[src/rtl/count_uart_reporter.sv]
// UART status reporter: snapshots a 14-bit count and mode, then sends "DDDD M\r\n"
// as 8N1 frames, LSB first, with a baud divider and a serial double-dabble converter.
module count_uart_reporter #(
   parameter int unsigned CLK_FREQ  = 100_000_000,
   parameter int unsigned BAUD_RATE = 9600
) (
   input  logic        clk,
   input  logic        reset,
   input  logic        send,
   input  logic [13:0] count,
   input  logic        mode,
   output logic        tx,
   output logic        tx_busy,
   output logic        tx_done
);
   localparam int unsigned BAUD_DIV = CLK_FREQ / BAUD_RATE;
   localparam int unsigned BW = $clog2(BAUD_DIV);
   localparam logic [BW-1:0] BAUD_LAST = BW'(BAUD_DIV - 1);

   typedef enum logic [2:0] {S_IDLE, S_CONVERT, S_START, S_DATA, S_STOP} state_t;

   state_t        state_q;
   logic [BW-1:0] baud_q;
   logic [3:0]    conv_q;
   logic [2:0]    bit_q;
   logic [2:0]    byte_q;
   logic [13:0]   bin_q;
   logic [15:0]   bcd_q, bcd_adj, bcd_d;
   logic [6:0]    shreg_q;
   logic          ovf_q, mode_q;
   logic          tx_q, busy_q, done_q;
   logic [7:0]    msg_byte;

   assign tx      = tx_q;
   assign tx_busy = busy_q;
   assign tx_done = done_q;

   // One double-dabble step: add 3 to every digit >= 5, then shift in the next binary bit.
   always_comb begin
      bcd_adj = bcd_q;
      for (int unsigned i = 0; i < 4; i++) begin
         if (bcd_q[4*i +: 4] >= 4'd5) bcd_adj[4*i +: 4] = bcd_q[4*i +: 4] + 4'd3;
      end
      bcd_d = (bcd_adj << 1) | {15'd0, bin_q[13]};
   end

   always_comb begin
      msg_byte = 8'h0A;
      case (byte_q)
         3'd0:    msg_byte = ovf_q ? 8'h2D : {4'h3, bcd_q[15:12]};
         3'd1:    msg_byte = ovf_q ? 8'h2D : {4'h3, bcd_q[11:8]};
         3'd2:    msg_byte = ovf_q ? 8'h2D : {4'h3, bcd_q[7:4]};
         3'd3:    msg_byte = ovf_q ? 8'h2D : {4'h3, bcd_q[3:0]};
         3'd4:    msg_byte = 8'h20;
         3'd5:    msg_byte = mode_q ? 8'h44 : 8'h55;
         3'd6:    msg_byte = 8'h0D;
         default: msg_byte = 8'h0A;
      endcase
   end

   always_ff @(posedge clk or negedge reset) begin
      if (!reset) begin
         state_q <= S_IDLE;
         baud_q  <= '0;
         conv_q  <= '0;
         bit_q   <= '0;
         byte_q  <= '0;
         bin_q   <= '0;
         bcd_q   <= '0;
         shreg_q <= '0;
         ovf_q   <= 1'b0;
         mode_q  <= 1'b0;
         tx_q    <= 1'b1;
         busy_q  <= 1'b0;
         done_q  <= 1'b0;
      end else begin
         done_q <= 1'b0;
         case (state_q)
            S_IDLE: begin
               if (send) begin
                  bin_q   <= count;
                  ovf_q   <= (count > 14'd9999);
                  mode_q  <= mode;
                  bcd_q   <= '0;
                  conv_q  <= '0;
                  busy_q  <= 1'b1;
                  state_q <= S_CONVERT;
               end
            end
            S_CONVERT: begin
               bcd_q  <= bcd_d;
               bin_q  <= {bin_q[12:0], 1'b0};
               conv_q <= conv_q + 4'd1;
               if (conv_q == 4'd13) begin
                  tx_q    <= 1'b0;
                  baud_q  <= '0;
                  byte_q  <= '0;
                  state_q <= S_START;
               end
            end
            S_START: begin
               if (baud_q == BAUD_LAST) begin
                  baud_q  <= '0;
                  tx_q    <= msg_byte[0];
                  shreg_q <= msg_byte[7:1];
                  bit_q   <= '0;
                  state_q <= S_DATA;
               end else begin
                  baud_q <= baud_q + 1'b1;
               end
            end
            S_DATA: begin
               if (baud_q == BAUD_LAST) begin
                  baud_q <= '0;
                  if (bit_q == 3'd7) begin
                     tx_q    <= 1'b1;
                     state_q <= S_STOP;
                  end else begin
                     tx_q    <= shreg_q[0];
                     shreg_q <= {1'b0, shreg_q[6:1]};
                     bit_q   <= bit_q + 3'd1;
                  end
               end else begin
                  baud_q <= baud_q + 1'b1;
               end
            end
            S_STOP: begin
               if (baud_q == BAUD_LAST) begin
                  baud_q <= '0;
                  if (byte_q == 3'd7) begin
                     busy_q  <= 1'b0;
                     done_q  <= 1'b1;
                     state_q <= S_IDLE;
                  end else begin
                     byte_q  <= byte_q + 3'd1;
                     tx_q    <= 1'b0;
                     state_q <= S_START;
                  end
               end else begin
                  baud_q <= baud_q + 1'b1;
               end
            end
            default: state_q <= S_IDLE;
         endcase
      end
   end
endmodule

[config.mk]
export PLATFORM = sky130hd
export DESIGN_NAME = count_uart_reporter
export DESIGN_NICKNAME = d
export VERILOG_FILES = /design/src/rtl/count_uart_reporter.sv
export SDC_FILE = /design/constraint.sdc
export NUM_CORES = 1
export LEC_CHECK = 0
export BUFFER_PORTS_ARGS = -buffer_cell sky130_fd_sc_hd__buf_2
export CAP_MARGIN = 30
export CORE_MARGIN = 8
export CORE_UTILIZATION = 40
export DETAILED_ROUTE_END_ITERATION = 10
export SLEW_MARGIN = 15
export SYNTH_ARGS = -nofsm -noshare
export SYNTH_HDL_FRONTEND = slang
export SYNTH_SLANG_ARGS = --single-unit
[constraint.sdc]
create_clock -name clk -period 1.7 [get_ports clk]
set_input_delay 0.085 -clock clk [delete_from_list [all_inputs] [get_ports clk]]
set_output_delay 0.085 -clock clk [all_outputs]
set_load 0.01 [all_outputs]
After elaboration in Yosys (flattened, before gate mapping). Cells that the tools add are included.

Flip-flop bits (word level): 69. Latch bits: 0. Bits in writable memories: 0. Bits in read-only memories: 0. Input bits: 18. Output and inout port bits: 3. Logic and storage cells: 120. Memories kept: 0.

$add $sub $neg: 8. $mul: 0. Divide/modulo/power cells: 0. Order comparisons: 5. Equal/unequal tests: 23. Shifts and indexed selects: 0. Multiplexer cells: 53. Bitwise gates (word level): 1. Reductions and logical operators: 17.

Operator list (number): $pmux 14 s2 (2); $pmux 7 s7 (1); $mux 14 (3); $mux 3 (13); $pmux 16 s2 (1); $mux 5 (5); $mux 7 (3); $eq 3x3->1 const B (6); $ne 2x2->1 const B (9); $ge 4x3->1 const B (4); $mux 16 (1); $mux 4 (4); $or 16x1->16 (1); $pmux 3 s5 (1); $add 14x1->14 const B (1); $eq 14x14->1 const B (1); $gt 14x14->1 const B (1); $pmux 7 s2 (1); $add 4x2->4 const B (3); $eq 3x2->1 const B (4); $mux 1 (12); $pmux 3 s2 (2); $reduce_and 4->1 (3); $reduce_and 6->1 (2); 14 further kinds (23).

Logic depth before layout (Yosys ltp). Gate-level depths: netlist of run 1.

Depth in word-level cells: 4. Depth in mapped cells: 8. Mapped depth without buffers: 7.

Worst setup path after synthesis of run 1. No wires, ideal clock.

Path type: register to register. Start point: register byte_q[2]. End point: register tx_q, in the netlist tx. Setup time: 0.085 ns. Arrival: 1.763 ns. Required time: 1.615 ns. Path slack: -0.148 ns. Stages on the path, launching flop included: 8. Path buffers: 1. Period minus slack after synthesis: 1.848 ns. Path through: dfrtp_1 clkbuf_1 inv_1 ha_1 nor4_1 nor3_1 o2bb2ai_1 mux2_1.

Longest elaborated chain between the ends: 4. Elaborated cells between the ends (all ways): 13. Those cells by class: eq/ne (8); mux (3); reduce/logical (2).

Ends and longest elaborated chain: start: declaration (line 26) `logic [2:0] byte_q;`; start signal: assignment (line 135) `byte_q <= byte_q + 3'd1;`; $eq 3x3->1 (tied with other cells) (line 49) `case (byte_q)`; $pmux 7 s7 (line 49); $mux 1 (line 102) `if (baud_q == BAUD_LAST) begin`; $pmux 1 s4 (line 78) `case (state_q)`; end signal: assignment (line 104) `tx_q <= msg_byte[0];`; end signal: assignment (line 119) `tx_q <= shreg_q[0];`; end: declaration (line 31) `logic tx_q, busy_q, done_q;`.

Parallel ways exist; a longest one is shown, timed or not. The select of a mux whose other input is x is not followed. A chain may end at the register's enable or synchronous reset.

Final worst setup path of run 1.
Start point: register baud_q[10]. End point: register bit_q[0].

Longest elaborated chain between the ends: 3. Elaborated cells between the ends (all ways): 4. Those cells by class: eq/ne (3); reduce/logical (1).

Ends and longest elaborated chain: start: declaration (line 23) `logic [BW-1:0] baud_q;`; start signal: assignment (line 109) `baud_q <= baud_q + 1'b1;`; start signal: assignment (line 124) `baud_q <= baud_q + 1'b1;`; start signal: assignment (line 140) `baud_q <= baud_q + 1'b1;`; $eq 14x14->1 * (line 102, 113); $ne 2x2->1 (no line); $reduce_and 4->1 (no line) *; end signal: assignment (line 121) `bit_q <= bit_q + 3'd1;`; end: declaration (line 25) `logic [2:0] bit_q;`.

Every way passes the cells marked *; elsewhere a longest branch is shown, timed or not.

==> metrics.csv, run 1 <==
metric;value;unit
fp.dieArea;0.01236;mm^2
synth_adder_area_share;0.06563;
arrival;2.01;ns
path_max_fanout;5;
synth_xor_area_frac;0.04594;
worstHoldPathCells;3;
core_area;0.008763;mm^2
drt_first_pass_iters;5;
synth-main-ff-cell;dfrtp_1;
fin_crit_sh;1.012;
crit_chain;nor4b_4 > and4_4 > nand2_2 > or4b_1 > nand3_1;
clkLatencyLatePin;0.36;ns
reg2reg_to;bit_q[0]$_DFFE_PN0P_;
power_density;693.7;mW/mm^2
slew_violations;0;
antenna_found_initial;0;
final-hold-violation-count;0;
min-delay-start;count[1];
maxCapViolations;0;
synth_compound_area_frac;0.1775;
crit_path_end_kind;flip-flop;
place_congestion;0.8362;
yosysSeqAreaShare;0.4701;
cts_buffers;9;
antenna_left;0;
final_area;0.004619;mm^2
die_y;111.2;um
internal-power;0.002490;W
avgSynthCellArea;9.360;um^2
leakage;2.138;nW
status;finished with violations;
start_util;0.4133;
whs;0.005632;ns
placed_cell_area;0.004111;mm^2
grt-ovfl-total;0;
cp_num_buf_inv;0;
cp_top_family;simple AND/OR/NAND/NOR gates;
synth_top_family_by_area;simple AND/OR/NAND/NOR gates;
slew_headroom;0.6881;
p_seq_frac;0.504;
synth_cell_types;49;
grt_pass1_wl;14.85;mm
core.rowCount;34;
die_w;111.2;um
timing.rr.start;baud_q[10]$_DFFE_PN0P_;
switching_power;0.0007145;W
switching_share;0.2230;
cpMaxStageDelayCell;or4b_1;
drive_above_1_share;0.2441;
synth-edff-count;0;
synthCells;387;
whs_endpoint;bin_q[1]$_DFFE_PN0P_;
n_fill_cell;775;
port_buffers;20;
pwr-share-clk;0.469;
drc;0;
wl_per_cell;15.07;um
io-pin-count;21;
setup_viol;1;
p_total;0.003204;W
tightest_slew;0.4661;ns
synth.area.mux_share;0.005872;
rr_worst_depth;5;
grt_usage;0.1427;
final_common_cell;dfrtp_1;
n_antenna_cell;0;
synth-simple-area-share;0.1976;
max_freq;581.2;MHz
vias;3118;
ys_seq_elements;68;
yosysWarnings;0;
synth_area;0.003622;mm^2
grt_max_degree;47;
pre_cts_ws;-0.09383;ns
area_growth;27.53;%
numClockSinks;68;
layout_common_cells;dfrtp_1 (66), nor2_1 (48), buf_4 (41), nand2_1 (38), o21ai_0 (28);
cts.clk_slew.worst_paths;0.08;ns
rsz0062_at_grt;yes;
setup.worst_path.start_class;flip-flop;
skew;0.009250;ns
drtIter0Drc;172;
critical_path_class;flip-flop to flip-flop;
ctsRootBufferMaster;clkbuf_8;
postSynth.asyncResetShare;1.000;
layout.nets;495;
vdd.ir_drop.worst;0.4247;mV
vias_per_cell;5.461;
grt_pass1_vias;2988;
violations;negative setup slack;
hold_class;input port to flip-flop;
dp_hpwl;5.832;mm
cts_tree;yes;
post-route-min-period;1.720;ns
combinationalPowerShare;0.027;
r2r_setup_slack;-0.02;ns
cpPeakStageDelay;0.46;ns
synth_fp_nets;424;
clockBufferDepth;2;
timing.final.ws_setup;-0.02049;ns
crit_start;baud_q[10]$_DFFE_PN0P_;
htreeDepth;3;
worstPathRequired;1.99;ns
finalWirelength;8.606;mm
-- Yosys cell counts (all sizes together), types with 9 or more instances --
cell type	n	share of area
inv	16	0.017
nand3	17	0.023
xor2	15	0.036
clkbuf	10	0.010
o22ai	20	0.035
a21oi	10	0.014
ha	19	0.066
nor2	50	0.052
dfrtp	67	0.46
o21ai	35	0.048
nand2	40	0.042
nand4	9	0.016
-- final cells by class --
cell class	instances	area [um^2]	area share
Timing Repair Buffer	76	580.6	0.1257
Inverter	16	60.06	0.01300
Clock inverter	7	100.1	0.02167
Multi-Input combinational cell	287	1916	0.4147
Clock buffer	9	123.9	0.02681
Sequential cell	68	1704	0.3689
Tap cell	108	135.1	0.02925
-- timing repair --
item / CTS / global route
setup endpoints to repair: 15 / 27
hold buffers: 11 / 0
resized for setup: 5 / 34
setup buffers: 1 / 5
cloned: 0 / 1
hold endpoints to repair: 78 / 0
pin swaps: 6 / 20
-- kinds of logic (layout without fill, tap and decap cells) --
family	Yosys count	after routing
adders and majority gates	19	19
and+or+nand+nor	146	146
muxes	2	2
buffers and inverters	33	108
AOI/OAI and AO/OA	100	101
xor gates and xnor gates	19	19
DFF	68	68
-- worst max-delay path by stage --
stage | to | slack [ns] | cells past startpoint
2_1_floorplan | baud_q[12]$_DFFE_PN0P_ | 0.007 | 7
3_3_place_gp | baud_q[12]$_DFFE_PN0P_ | -0.05 | 7
3_5_place_dp | baud_q[10]$_DFFE_PN0P_ | -0.09 | 7
4_1_cts | bit_q[0]$_DFFE_PN0P_ | -0.009 | 5
5_1_grt | bit_q[0]$_DFFE_PN0P_ | -0.09 | 5
6_report | bit_q[0]$_DFFE_PN0P_ | -0.02 | 5
-- per-stage QoR --
stage / util / setup TNS (ns) / cells
2_1_floorplan: - / 0 / 387
3_3_place_gp: 0.4692 / -0.3152 / 537
3_5_place_dp: 0.4692 / -0.6924 / 537
4_1_cts: 0.5093 / -0.009368 / 565
5_1_grt: 0.5271 / -0.3985 / 571
6_report: 0.5271 / -0.02049 / 571
-- sequential cells by signal (all words and copies together) (netlist names) --
name and cells:
tx 1, bin_q 14, tx_done 1, baud_q 14, byte_q 3, shreg_q 6, state_q 3, tx_busy 1
conv_q 4, bcd_q 16, mode_q 1, ovf_q 1, bit_q 3
-- power groups by stage --
stage	clock (W)	combinational [W]	sequential, W
global placement	0	0.0000691	0.00165
floorplan	0	0.00000254	0.00165
global route	0.00161	0.0000975	0.00162
finish	0.00150	0.0000851	0.00162
CTS	0.00153	0.0000881	0.00162
detailed placement	0	0.0000689	0.00165
-- layer usage --
| metal | global-route usage | vias up | wire length [um] |
|---|---|---|---|
| met2 | 0.2137 | 69 | 3890 |
| li1 | - | 1532 | - |
| met1 | 0.1926 | 1504 | 4166 |
| met5 | 0 | - | 0 |
| met3 | 0.03463 | 13 | 402 |
| met4 | 0.05422 | 0 | 147 |
-- worst register-to-register path: cells and delay by family, from the launching register on --
family / cells / cell delay, ns
AND/OR/NAND/NOR: 5 / 1.23
flip-flops: 1 / 0.42
(Power assumes the default switching activity.)
==> run 2, diff against run 1 <==
ABC_AREA = 0   (was unset)
CAP_MARGIN = unset   (was 30)
clock period = 1.75 ns   (was 1.7 ns; I/O delays follow)
==> run 2 against run 1 <==
Against the previous run: the run now ends clean; first-iteration DRC count is 8.1% lower; combinational power is 12% lower; die area stayed put; largest power group unchanged.
==> metrics.csv, run 2 (synthesis results as in run 1) <==
metric;value;unit;change
status;finished, final reports clean;;
ctsRootBufferMaster;clkbuf_8;;
largest_register_ffs;16;;unchanged
slew_headroom;0.6939;;+0.005839
slew_violations;0;;unchanged
drt_first_pass_iters;4;;-1
finalWirelength;8.341;mm;-3.1%
tns;0;ns;+0.02049 ns
area_growth;22.87;%;
rsz0062_at_grt;yes;;
pre_cts_ws;-0.007795;ns;+0.08604 ns
max_freq;577.5;MHz;-0.65%
start_util;0.4133;;unchanged
cpMaxStageDelayCell;or4b_4;;
place_congestion;0.8537;;+2.1%
worstPathRequired;2.05;ns;+0.06 ns
grt_max_degree;69;;+47%
cts_tree;yes;;
timing.final.ws_setup;0.01829;ns;+0.03878 ns
vias;3074;;-1.4%
fin_crit_sh;0.9896;;-0.02250
path_max_fanout;5;;unchanged
layout.nets;485;;-2.0%
cp_num_buf_inv;0;;unchanged
drive_above_1_share;0.2208;;-0.02331
top_register;bcd_q;;
grt_pass1_wl;14.62;mm;-1.5%
final_common_cell;dfrtp_1;;
htreeDepth;3;;unchanged
placed_cell_area;0.004065;mm^2;-1.1%
die_w;111.2;um;unchanged
grt-ovfl-total;0;;unchanged
layout_common_cells;dfrtp_1 (67), nor2_1 (49), nand2_1 (39), buf_4 (38), o21ai_0 (30);;
p_total;0.002997;W;-6.5%
antenna_found_initial;0;;unchanged
core_area;0.008763;mm^2;unchanged
critical_path_class;flip-flop to flip-flop;;
clockBufferDepth;2;;unchanged
tightest_slew;0.4591;ns;-0.007037 ns
io-pin-count;21;;unchanged
hold_class;input port to flip-flop;;
dp_hpwl;5.915;mm;+1.4%
skew;0.009566;ns;+0.0003163 ns
die_y;111.2;um;unchanged
wl_per_cell;14.87;um;-1.4%
leakage;2.081;nW;-2.6%
fp.dieArea;0.01236;mm^2;unchanged
core.rowCount;34;;unchanged
antenna_left;0;;unchanged
setup.worst_path.start_class;flip-flop;;
n_antenna_cell;0;;unchanged
grt_pass1_vias;3029;;+1.4%
port_buffers;20;;unchanged
setup_viol;0;;-1
power_density;673.5;mW/mm^2;-2.9%
grt_usage;0.1403;;-0.002436
cts_buffers;9;;unchanged
arrival;2.03;ns;+0.02 ns
crit_chain;ha_2 > and3_4 > and4_4 > nand2_4 > or4b_4 > nand3_2;;
cp_top_family;simple AND/OR/NAND/NOR gates;;
final_area;0.004451;mm^2;-3.7%
drtIter0Drc;158;;-8.1%
crit_path_end_kind;flip-flop;;
clkLatencyLatePin;0.35;ns;about the same
top_regs;bcd_q x16, baud_q x14, bin_q x14;;
numClockSinks;68;;unchanged
drc;0;;unchanged
vias_per_cell;5.480;;+0.35%
maxCapViolations;0;;unchanged
final-hold-violation-count;0;;unchanged
vdd.ir_drop.worst;0.3043;mV;-28%
cpPeakStageDelay;0.48;ns;+0.02 ns
cts.clk_slew.worst_paths;0.08;ns;about the same
post-route-min-period;1.732;ns;+0.01122 ns
r2r_setup_slack;0.02;ns;+0.04 ns
==> run 2: changes by cell type in the layout (fill, tap and decap cells not counted), sizes merged <==
cell / before / now
clkinv: 4 / 2
inv: 17 / 19
bufinv: 2 / 1
buf: 65 / 59
dlygate4sd3: 11 / 8
a311o: 2 / 1
clkinvlp: 0 / 1
==> run 2: power by group <==
group / internal [W] / switching [W] / leakage [nW]
Combinational: 0.0000317 / 0.0000435 / 1.11
Sequential: 0.00157 / 0 / 0.874
Clock: 0.000677 / 0.000675 / 0.101
Total: 0.00228 / 0.000719 / 2.08
==> run 2: cell type report <==
cell class                      instances  area [um^2]
Inverter                               16        60.06
Clock buffer                            9        123.9
Clock inverter                          7        81.33
Sequential cell                        68         1703
Tap cell                              108        135.1
Multi-Input combinational cell        286         1862
Timing Repair Buffer                   67        485.5
Fill cell                             837         4313
==> run 2: per-layer routing <==
layer | share of wire | vias to the layer above | global-route usage
met5 | 0 | - | 0
met4 | 0.010 | 0 | 0.03733
met1 | 0.49 | 1497 | 0.1889
met2 | 0.45 | 55 | 0.2130
met3 | 0.045 | 7 | 0.04113
li1 | - | 1515 | -
==> run 2: stage by stage <==
| stage | std cells | util | hold WS (ns) |
|---|---|---|---|
| detailed placement | 534 | 0.4639 | 0.1448 |
| floorplan | 387 | - | -0.2081 |
| global route | 561 | 0.5079 | 0.009335 |
| finish | 561 | 0.5079 | 0.008303 |
| global placement | 534 | 0.4639 | 0.1471 |
| CTS | 558 | 0.4984 | 0.000002470 |
==> run 2: repair_timing <==
item / 4_1_cts / 5_1_grt
cloned: 0 / 0
pin swaps: 0 / 9
setup endpoints to repair: 9 / 21
setup buffers: 0 / 3
hold endpoints to repair: 74 / 0
hold buffers: 8 / 0
resized for setup: 4 / 20
==> run 2: final timing paths <==
check,startpoint,endpoint,cells after the start
setup / recovery,baud_q[1]$_DFFE_PN0P_,bit_q[0]$_DFFE_PN0P_,6
hold / removal,count[12],bin_q[12]$_DFFE_PN0P_,3
setup reg to reg,baud_q[1]$_DFFE_PN0P_,bit_q[0]$_DFFE_PN0P_,6
hold reg to reg,bin_q[13]$_DFFE_PN0P_,bin_q[13]$_DFFE_PN0P_,2
max in group asynchronous,reset,tx$_DFFE_PN1P_,3
min in group asynchronous,reset,shreg_q[4]$_DFFE_PN0P_,3
==> run 2: tightest hold or removal path, stage by stage <==
cell	delay, ns
buf_2	0.09
o22ai_1	0.06
nor2_1	0.09
==> run 3, diff against run 2 <==
PLACE_DENSITY = 0.59   (was unset)
==> run 3 against run 2 <==
Against the previous run: register-to-register slack about the same; combinational power shrank 0.5%; wire length rose by 6.6%; clock skew is essentially flat; non-clock buffer count increased by 1; design area up 1.7%; highest routed layer unchanged.
==> metrics.csv, run 3 (synthesis results as in run 1) <==
metric;value;unit;change
status;finished, final reports clean;;
dp_hpwl;6.166;mm;+4.2%
drive_above_1_share;0.2203;;-0.0004862
fin_crit_sh;0.9936;;+0.004010
vias_per_cell;5.498;;+0.34%
cts.clk_slew.worst_paths;0.08;ns;about the same
vias;3090;;+0.52%
grt_pass1_vias;3181;;+5.0%
cts_tree;yes;;
min-delay-start;count[6];;
rsz0062_at_grt;yes;;
final-hold-violation-count;0;;unchanged
antenna_found_initial;0;;unchanged
n_fill_cell;783;;-6.5%
p_total;0.003408;W;+14%
maxCapViolations;0;;unchanged
fin_util;0.5163;;+0.008423
seqCellArea;0.001705;mm^2;+0.15%
arrival;2.01;ns;-0.02 ns
die_y;111.2;um;unchanged
vdd.ir_drop.worst;0.5173;mV;+70%
n_antenna_cell;0;;unchanged
numClockSinks;68;;unchanged
die_w;111.2;um;unchanged
antenna_left;0;;unchanged
htreeDepth;3;;unchanged
placed_cell_area;0.004073;mm^2;+0.18%
leakage;2.115;nW;+1.6%
area_growth;24.91;%;
ctsRootBufferMaster;clkbuf_8;;
wl_per_cell;15.82;um;+6.4%
grt_pass1_wl;15.28;mm;+4.5%
power_density;753.2;mW/mm^2;+12%
post-route-min-period;1.739;ns;+0.007017 ns
slew_headroom;0.7163;;+0.02233
final_area;0.004524;mm^2;+1.7%
core_area;0.008763;mm^2;unchanged
reg2reg_to;tx$_DFFE_PN1P_;;
largest_register_ffs;16;;unchanged
timing.rr.start;byte_q[0]$_DFFE_PN0P_;;
top_regs;bcd_q x16, baud_q x14, bin_q x14;;
final_common_cell;dfrtp_1;;
path_common_cell;buf_4;;
pre_cts_ws;-0.09380;ns;-0.08600 ns
slew_violations;0;;unchanged
grt-ovfl-total;0;;unchanged
path_max_fanout;6;;+1
skew;0.009934;ns;+0.0003675 ns
layout.nets;486;;+0.21%
clockBufferDepth;2;;unchanged
timing.final.ws_setup;0.01127;ns;-0.007017 ns
critical_path_class;flip-flop to flip-flop;;
crit_chain;buf_4 > ha_4 > buf_4 > o311ai_0 > nand4_1 > o2bb2ai_1 > mux2_1;;
io-pin-count;21;;unchanged
drt_first_pass_iters;4;;unchanged
hold_class;input port to flip-flop;;
top_register;bcd_q;;
cp_top_family;flip-flops;;
place_congestion;0.8211;;-3.8%
fp.dieArea;0.01236;mm^2;unchanged
clkLatencyLatePin;0.35;ns;about the same
tightest_slew;0.4203;ns;-0.03882 ns
rr_worst_depth;7;;+1
whs_endpoint;bin_q[6]$_DFFE_PN0P_;;
setup_viol;0;;unchanged
port_buffers;20;;unchanged
cpMaxStageDelayCell;dfrtp_2;;
multiInputGateArea;0.001861;mm^2;about the same
tns;0;ns;unchanged
drtIter0Drc;177;;+12%
grt_max_degree;54;;-22%
core.rowCount;34;;unchanged
drc;0;;unchanged
setup.worst_path.start_class;flip-flop;;
worstHoldPathCells;3;;unchanged
start_util;0.4133;;unchanged
grt_usage;0.1473;;+0.007070
cpPeakStageDelay;0.44;ns;-0.04 ns
crit_path_end_kind;flip-flop;;
layout_common_cells;dfrtp_1 (65), nor2_1 (49), buf_4 (39), nand2_1 (38), o21ai_0 (31);;
r2r_setup_slack;0.01;ns;about the same
worstPathRequired;2.02;ns;-0.03 ns
cts_buffers;9;;unchanged
cp_num_buf_inv;2;;+2
max_freq;575.1;MHz;-0.40%
finalWirelength;8.892;mm;+6.6%
==> run 3: area by class of cell <==
| cell class | instances | area share |
|---|---|---|
| Timing Repair Buffer | 68 | 0.1090 |
| Multi-Input combinational cell | 286 | 0.4112 |
| Clock inverter | 7 | 0.03236 |
| Sequential cell | 68 | 0.3769 |
| Clock buffer | 9 | 0.02738 |
| Tap cell | 108 | 0.02987 |
| Inverter | 16 | 0.01327 |
==> run 3: worst register-to-register path, delay by kind of cell (launching register included) <==
family	cells	cell delay (ns)
simple gates	1	0.21
compound gates	2	0.26
fa+ha+maj	1	0.18
mux	1	0.28
buf+inv	2	0.29
flops	1	0.44
==> run 3: stage by stage <==
step           std cells  hold WS (ns)
5_1_grt              562       0.02465
4_1_cts              559     0.0001111
6_report             562       0.01457
3_3_place_gp         535       0.02471
3_5_place_dp         535       0.03125
2_1_floorplan        387       -0.2081
==> run 3: worst max-delay path by stage <==
stage                     cells after the start                     end                   from  slack (ns)
final                                         7          tx$_DFFE_PN1P_  byte_q[0]$_DFFE_PN0P_        0.01
after CTS                                     7          tx$_DFFE_PN1P_  byte_q[0]$_DFFE_PN0P_       0.002
after detailed placement                      7  shreg_q[0]$_DFFE_PN0P_  byte_q[0]$_DFFE_PN0P_       -0.09
after global placement                        7  shreg_q[0]$_DFFE_PN0P_  byte_q[0]$_DFFE_PN0P_       -0.05
after global routing                          7          tx$_DFFE_PN1P_  byte_q[1]$_DFFE_PN0P_       -0.03
after floorplan                               7  baud_q[12]$_DFFE_PN0P_  conv_q[0]$_DFFE_PN0P_       0.009
==> run 3: repair_timing <==
item	CTS	global route
pin swaps	3	4
hold buffers	8	0
buffers inserted	0	3
gates resized for setup	4	20
setup endpoints to repair	10	18
hold endpoints to repair	22	0
==> run 3: layer usage <==
layer,part of all wire,up-vias,GRT usage
li1,-,1517,-
met1,0.47,1497,0.1835
met2,0.47,64,0.2402
met3,0.046,12,0.03463
met4,0.015,0,0.05600
met5,0,-,0
==> run 3: report_power, final <==
part / total [W] / internal (W) / switching (W)
clock: 0.00176 / 0.00110 / 0.000660
combinational: 0.0000748 / 0.0000316 / 0.0000432
sequential: 0.00157 / 0.00157 / 0
total: 0.00341 / 0.00270 / 0.000703
